**src/rtl/instr_encoder.sv**
```systemverilog
// Encodes DP/memory/branch field bundles into 32-bit ARM words and streams
// them out with a sequential word address through a one-entry output register.
module instr_encoder #(
    parameter int ADDR_W    = 6,
    parameter int BASE_ADDR = 0
) (
    input  logic              clk,
    input  logic              reset,
    input  logic              flush,
    input  logic              in_valid,
    output logic              in_ready,
    input  logic [1:0]        op,
    input  logic [3:0]        cond,
    input  logic [3:0]        cmd,
    input  logic              s,
    input  logic              i,
    input  logic              l,
    input  logic [3:0]        rn,
    input  logic [3:0]        rd,
    input  logic [3:0]        rm,
    input  logic [23:0]       imm,
    output logic              out_valid,
    input  logic              out_ready,
    output logic [31:0]       out_instr,
    output logic [ADDR_W-1:0] out_addr,
    output logic              err
);

    localparam logic [ADDR_W-1:0] BASE = ADDR_W'(BASE_ADDR);

    typedef enum logic [1:0] {
        OP_DP  = 2'b00,
        OP_MEM = 2'b01,
        OP_BR  = 2'b10,
        OP_ILL = 2'b11
    } op_e;

    logic [31:0] word;
    logic        rej;
    logic        s_eff;
    logic        accept;
    logic        xfer;

    // Compare/test opcodes only make sense with flags set, so S is forced.
    assign s_eff = s | (cmd[3:2] == 2'b10);

    always_comb begin
        word = 32'h0;
        rej  = 1'b0;
        case (op_e'(op))
            OP_DP: begin
                word = {cond, 2'b00, i, cmd, s_eff, rn, rd,
                        i ? {4'h0, imm[7:0]} : {8'h00, rm}};
                rej  = i & (imm[23:8] != 16'h0);
            end
            OP_MEM: word = {cond, 2'b01, 1'b0, 1'b1, 1'b1, 1'b0, 1'b0, l, rn, rd, imm[11:0]};
            OP_BR:  word = {cond, 3'b101, 1'b0, imm};
            default: rej = 1'b1;
        endcase
    end

    assign in_ready = flush | ~out_valid | out_ready;
    assign accept   = in_valid & in_ready & ~flush;
    assign xfer     = out_valid & out_ready & ~flush;

    always_ff @(posedge clk or negedge reset) begin
        if (!reset) begin
            out_valid <= 1'b0;
            out_instr <= 32'h0;
            out_addr  <= BASE;
            err       <= 1'b0;
        end else if (flush) begin
            out_valid <= 1'b0;
            out_instr <= 32'h0;
            out_addr  <= BASE;
            err       <= 1'b0;
        end else begin
            if (xfer)
                out_addr <= out_addr + 1'b1;
            if (accept && !rej) begin
                out_valid <= 1'b1;
                out_instr <= word;
            end else begin
                // A rejected bundle still consumes its handshake but never fills the slot.
                if (accept)
                    err <= 1'b1;
                if (xfer)
                    out_valid <= 1'b0;
            end
        end
    end

endmodule

```
**config.mk**
```make
export PLATFORM = sky130hd
export DESIGN_NAME = instr_encoder
export DESIGN_NICKNAME = d
export VERILOG_FILES = /design/src/rtl/instr_encoder.sv
export SDC_FILE = /design/constraint.sdc
export NUM_CORES = 1
export LEC_CHECK = 0
export BUFFER_PORTS_ARGS = -buffer_cell sky130_fd_sc_hd__buf_2
export CELL_PAD_IN_SITES_DETAIL_PLACEMENT = 0
export CELL_PAD_IN_SITES_GLOBAL_PLACEMENT = 2
export CORE_AREA = 2 2 87 89
export CTS_CLUSTER_DIAMETER = 200
export CTS_CLUSTER_SIZE = 16
export DETAILED_ROUTE_END_ITERATION = 16
export DIE_AREA = 0 0 89 91
export GPL_TIMING_DRIVEN = 0
export PLACE_DENSITY_LB_ADDON = 0.1
export SLEW_MARGIN = 40
export SYNTH_ARGS = -nofsm -noshare
export SYNTH_HDL_FRONTEND = slang
export SYNTH_SLANG_ARGS = --single-unit
```
**constraint.sdc**
```tcl
create_clock -name clk -period 2.7 [get_ports clk]
set_clock_uncertainty 0.05 [all_clocks]
set_input_delay 0.54 -clock clk [delete_from_list [all_inputs] [get_ports clk]]
set_output_delay 0.54 -clock clk [all_outputs]
set_load 0.1 [all_outputs]
```
==> results.md <==
* Post-route cell area at 2730 um^2
* Mapped Cells at 182
* CP Launch Point: imm[15]
* Minimum clock period at 2.58 ns
* CTS Buf Count at 5
* Final Total Pwr at 0.00147 W
* DRC violations left at 0
* Reg2reg start: out_valid
* P_int at 0.000931 W
* Postcts setup bufs at 0
* Hold WC Path Type: primary input to async pin
* Max incr delay on CP at 0.76 ns
* Hold Slack at 0.166 ns
* Post-Route WL at 5960 um
* Placed cell count at 374
* Core Area at 7140 um^2
* Ant. Diodes at 0
* Vias at 1839
* Max frequency at 0.388 GHz
* Mapped Nets at 241
* Post-synthesis sequential area ratio at 49.4%
* Warnings, synthesis at 0
* Vias in the first global route at 1827
* Worst-Skew Late Latency at 0.29 ns
* Critical path capture point type: flip-flop
* CP arrival at 2.75 ns
* Worst slew pin tran at 0.828 ns
* CTS Hold Bufs at 0
* Yosys cell types at 39
* PortBufs at 93
* Worst path required time at 2.87 ns
* Power density cells at 539 nW/um^2
* RSZ-0062 raised after global routing: false
* #FFs+latches synth at 40
* Worst Path Max Fanout at 6
* R2R cell count at 4
* Mean Syn Cell Area at 11.1 um^2
* CTS tree: yes
* Initial antenna violation count at 0
* Finished Layout Cells at 382
* WP buf/inv at 1
* Synth Area in XOR/XNOR at 2.16%
* Largest net degree at the start of global routing at 41
* Status: finished, final reports clean
* Nets at 341
* Ratio of cells with drive above 1 in the final layout at 39.9%
* EDFF count, synth at 0
* Num rows at 31
* Simple logic cell fraction of the synthesized area at 14.5%
* Slew Limit Fails at 0
* Final Util at 38.2%
* Final hold vios at 0
* DPL Wire Length at 4550 um
* DR iter-0 viols at 62
* Global-route wire length before repair at 9180 um
* Max Root-Sink Buffers at 2
* Worst setup path class: primary input to flip-flop
* Total gr overflow at 0
* Die Width at 89 um
* Combinational Power Share at 28.0%
* IO Pins at 95
* Crit path max-delay family: simple AND/OR/NAND/NOR gates
* Max-Cap Viols at 0
* Post-Syn Area at 2020 um^2
* Clk pwr share at 28.6%
* CTS root buf: clkbuf_8
* Syn-to-layout area delta at 34.6%
* CP startpoint kind: primary input
* Final-report setup violation count at 0
* Net Sw Power at 0.000537 W
* Primary FF master, synth: dfrtp_1
* FF-to-FF End: out_instr[5]
* Starting Density at 28.4%
* Levels on crit path at 5
* Final critical-path share of the clock period at 95.5%
* Via/cell ratio at 4.81
* Reg2reg setup slack at 0.78 ns
* Sw Ratio at 36.6%
* Multiplexer area fraction after synthesis at 7.66%
* WL/cell at 15.6 um
* DR pass1 iterations at 4
* Total track usage at 14.7%
* Synth Area in Adders at 3.09%
* # fillers at 784
* Post-synth ARST share at 100%
* Max rail drop VDD at 184 uV
* Gpl congestion at 0.684
* CTS Sinks at 40
* Placement-stage cell area at 2620 um^2
* Clock-pin slew on the worst setup and hold paths at 0.08 ns
* Slew HR at 44.3%
* Worst path slowest cell: nor4_1
* Main combinational cell family by area after synthesis: compound AO/OA/AOI/OAI gates
* Worst path cell trace: buf_2, or4_1, o41a_1, nor4_1, a32o_1
* Htree depth at 2
* Vert. Die Dim at 91 um
* Die area at 8100 um^2
* Synth Area in Compound Gates at 20.6%
* Pleak at 1.41 nW
* Setup crit end: out_instr[5]
* ANT nets after route at 0
* Flop pwr share at 43.4%
==> layer usage <==
layer	up-vias	GRT usage (%)	wire length, um
met5	-	0	0
met2	64	22.6	2670
met1	875	20.6	2860
li1	895	-	-
met4	0	3.36	53
met3	5	3.82	365
==> synth_stat cells (all sizes together) (2+ instances only) <==
cell	number	share of area, %
mux2i	11	5.4
nand4	2	0.62
a22oi	12	4.5
nor4	4	1.9
nand2	17	3.2
and2	2	0.62
dfrtp	40	49
mux2	4	2.2
a21oi	5	1.2
a32o	11	5.4
a31oi	3	0.93
or4	5	2.4
buf	2	0.43
o21ai	3	0.74
xor2	4	1.7
o2bb2ai	6	2.6
nor2	13	2.4
ha	5	3.1
a22o	4	1.7
inv	4	0.74
nand2b	3	0.93
clkbuf	7	1.3
nand3	3	0.74
==> cell families after synthesis <==
logic type	Yosys count
xor+xnor	5
fa+ha+maj	5
flops	40
compound gates	50
simple gates	54
mux	15
buf+inv	13
==> how the worst min path moves through the flow <==
stage          start            end  slack [ns]
2_1_floorplan  reset            err        0.19
3_3_place_gp     err            err        0.42
3_5_place_dp     err            err        0.43
4_1_cts        reset  out_instr[18]        0.19
5_1_grt        reset  out_instr[13]        0.20
6_report       reset  out_instr[13]        0.17
==> repair_timing <==
action	4_1_cts	5_1_grt
endpoints found under the hold margin	0	0
resized for setup	0	2
setup endpoints to repair	0	28
==> state kept, by name, indices dropped and copies added (netlist names) <==
name and cells:
out_valid 1, out_instr 32, out_addr 6, err 1
==> layout make-up <==
type | count | area [um^2] | share of cell area [%]
clock buffer | 7 | 86.3 | 3.17
multi-input combinational | 129 | 988 | 36.3
tap | 99 | 124 | 4.55
clock inverter | 1 | 7.51 | 0.275
sequential | 40 | 1000 | 36.7
timing repair buffer | 93 | 468 | 17.2
buffer | 9 | 35.0 | 1.29
inverter | 4 | 15.0 | 0.551
==> cell usage in the layout (no fill, tap or decap), drive strengths merged <==
cell / instances
a21oi: 5
a21o: 1
clkbuf: 14
nand3: 3
mux2: 4
a22o: 4
buf: 95
a222oi: 1
inv: 4
nor2b: 1
dfrtp: 40
nor2: 13
nand2: 17
a221oi: 1
nor4: 4
o21ai: 3
a22oi: 12
ha: 5
nand4: 2
and2: 2
a32o: 11
nor3: 1
clkinvlp: 1
mux2i: 11
a31oi: 3
o2bb2ai: 6
nand2b: 3
xnor2: 1
nor4bb: 1
o22ai: 1
or4: 5
and4: 1
o41ai: 1
xor2: 4
o41a: 1
or2: 1
==> through the flow <==
stage / setup TNS, ns / setup slack, ns
2_1_floorplan: 0 / 0.284
3_3_place_gp: -3.87 / -0.246
3_5_place_dp: -3.63 / -0.238
4_1_cts: 0 / 0.0718
5_1_grt: 0 / 0.0447
6_report: 0 / 0.123
==> power by group through the flow <==
stage	Clock, W	Sequential (W)	Combinational, W
floorplan	0	0.000832	0.000109
global placement	0	0.000649	0.000412
detailed placement	0	0.000649	0.000412
CTS	0.000441	0.000638	0.000412
global route	0.000459	0.000641	0.000437
finish	0.000419	0.000637	0.000411
Power figures use the tool's default switching activity.
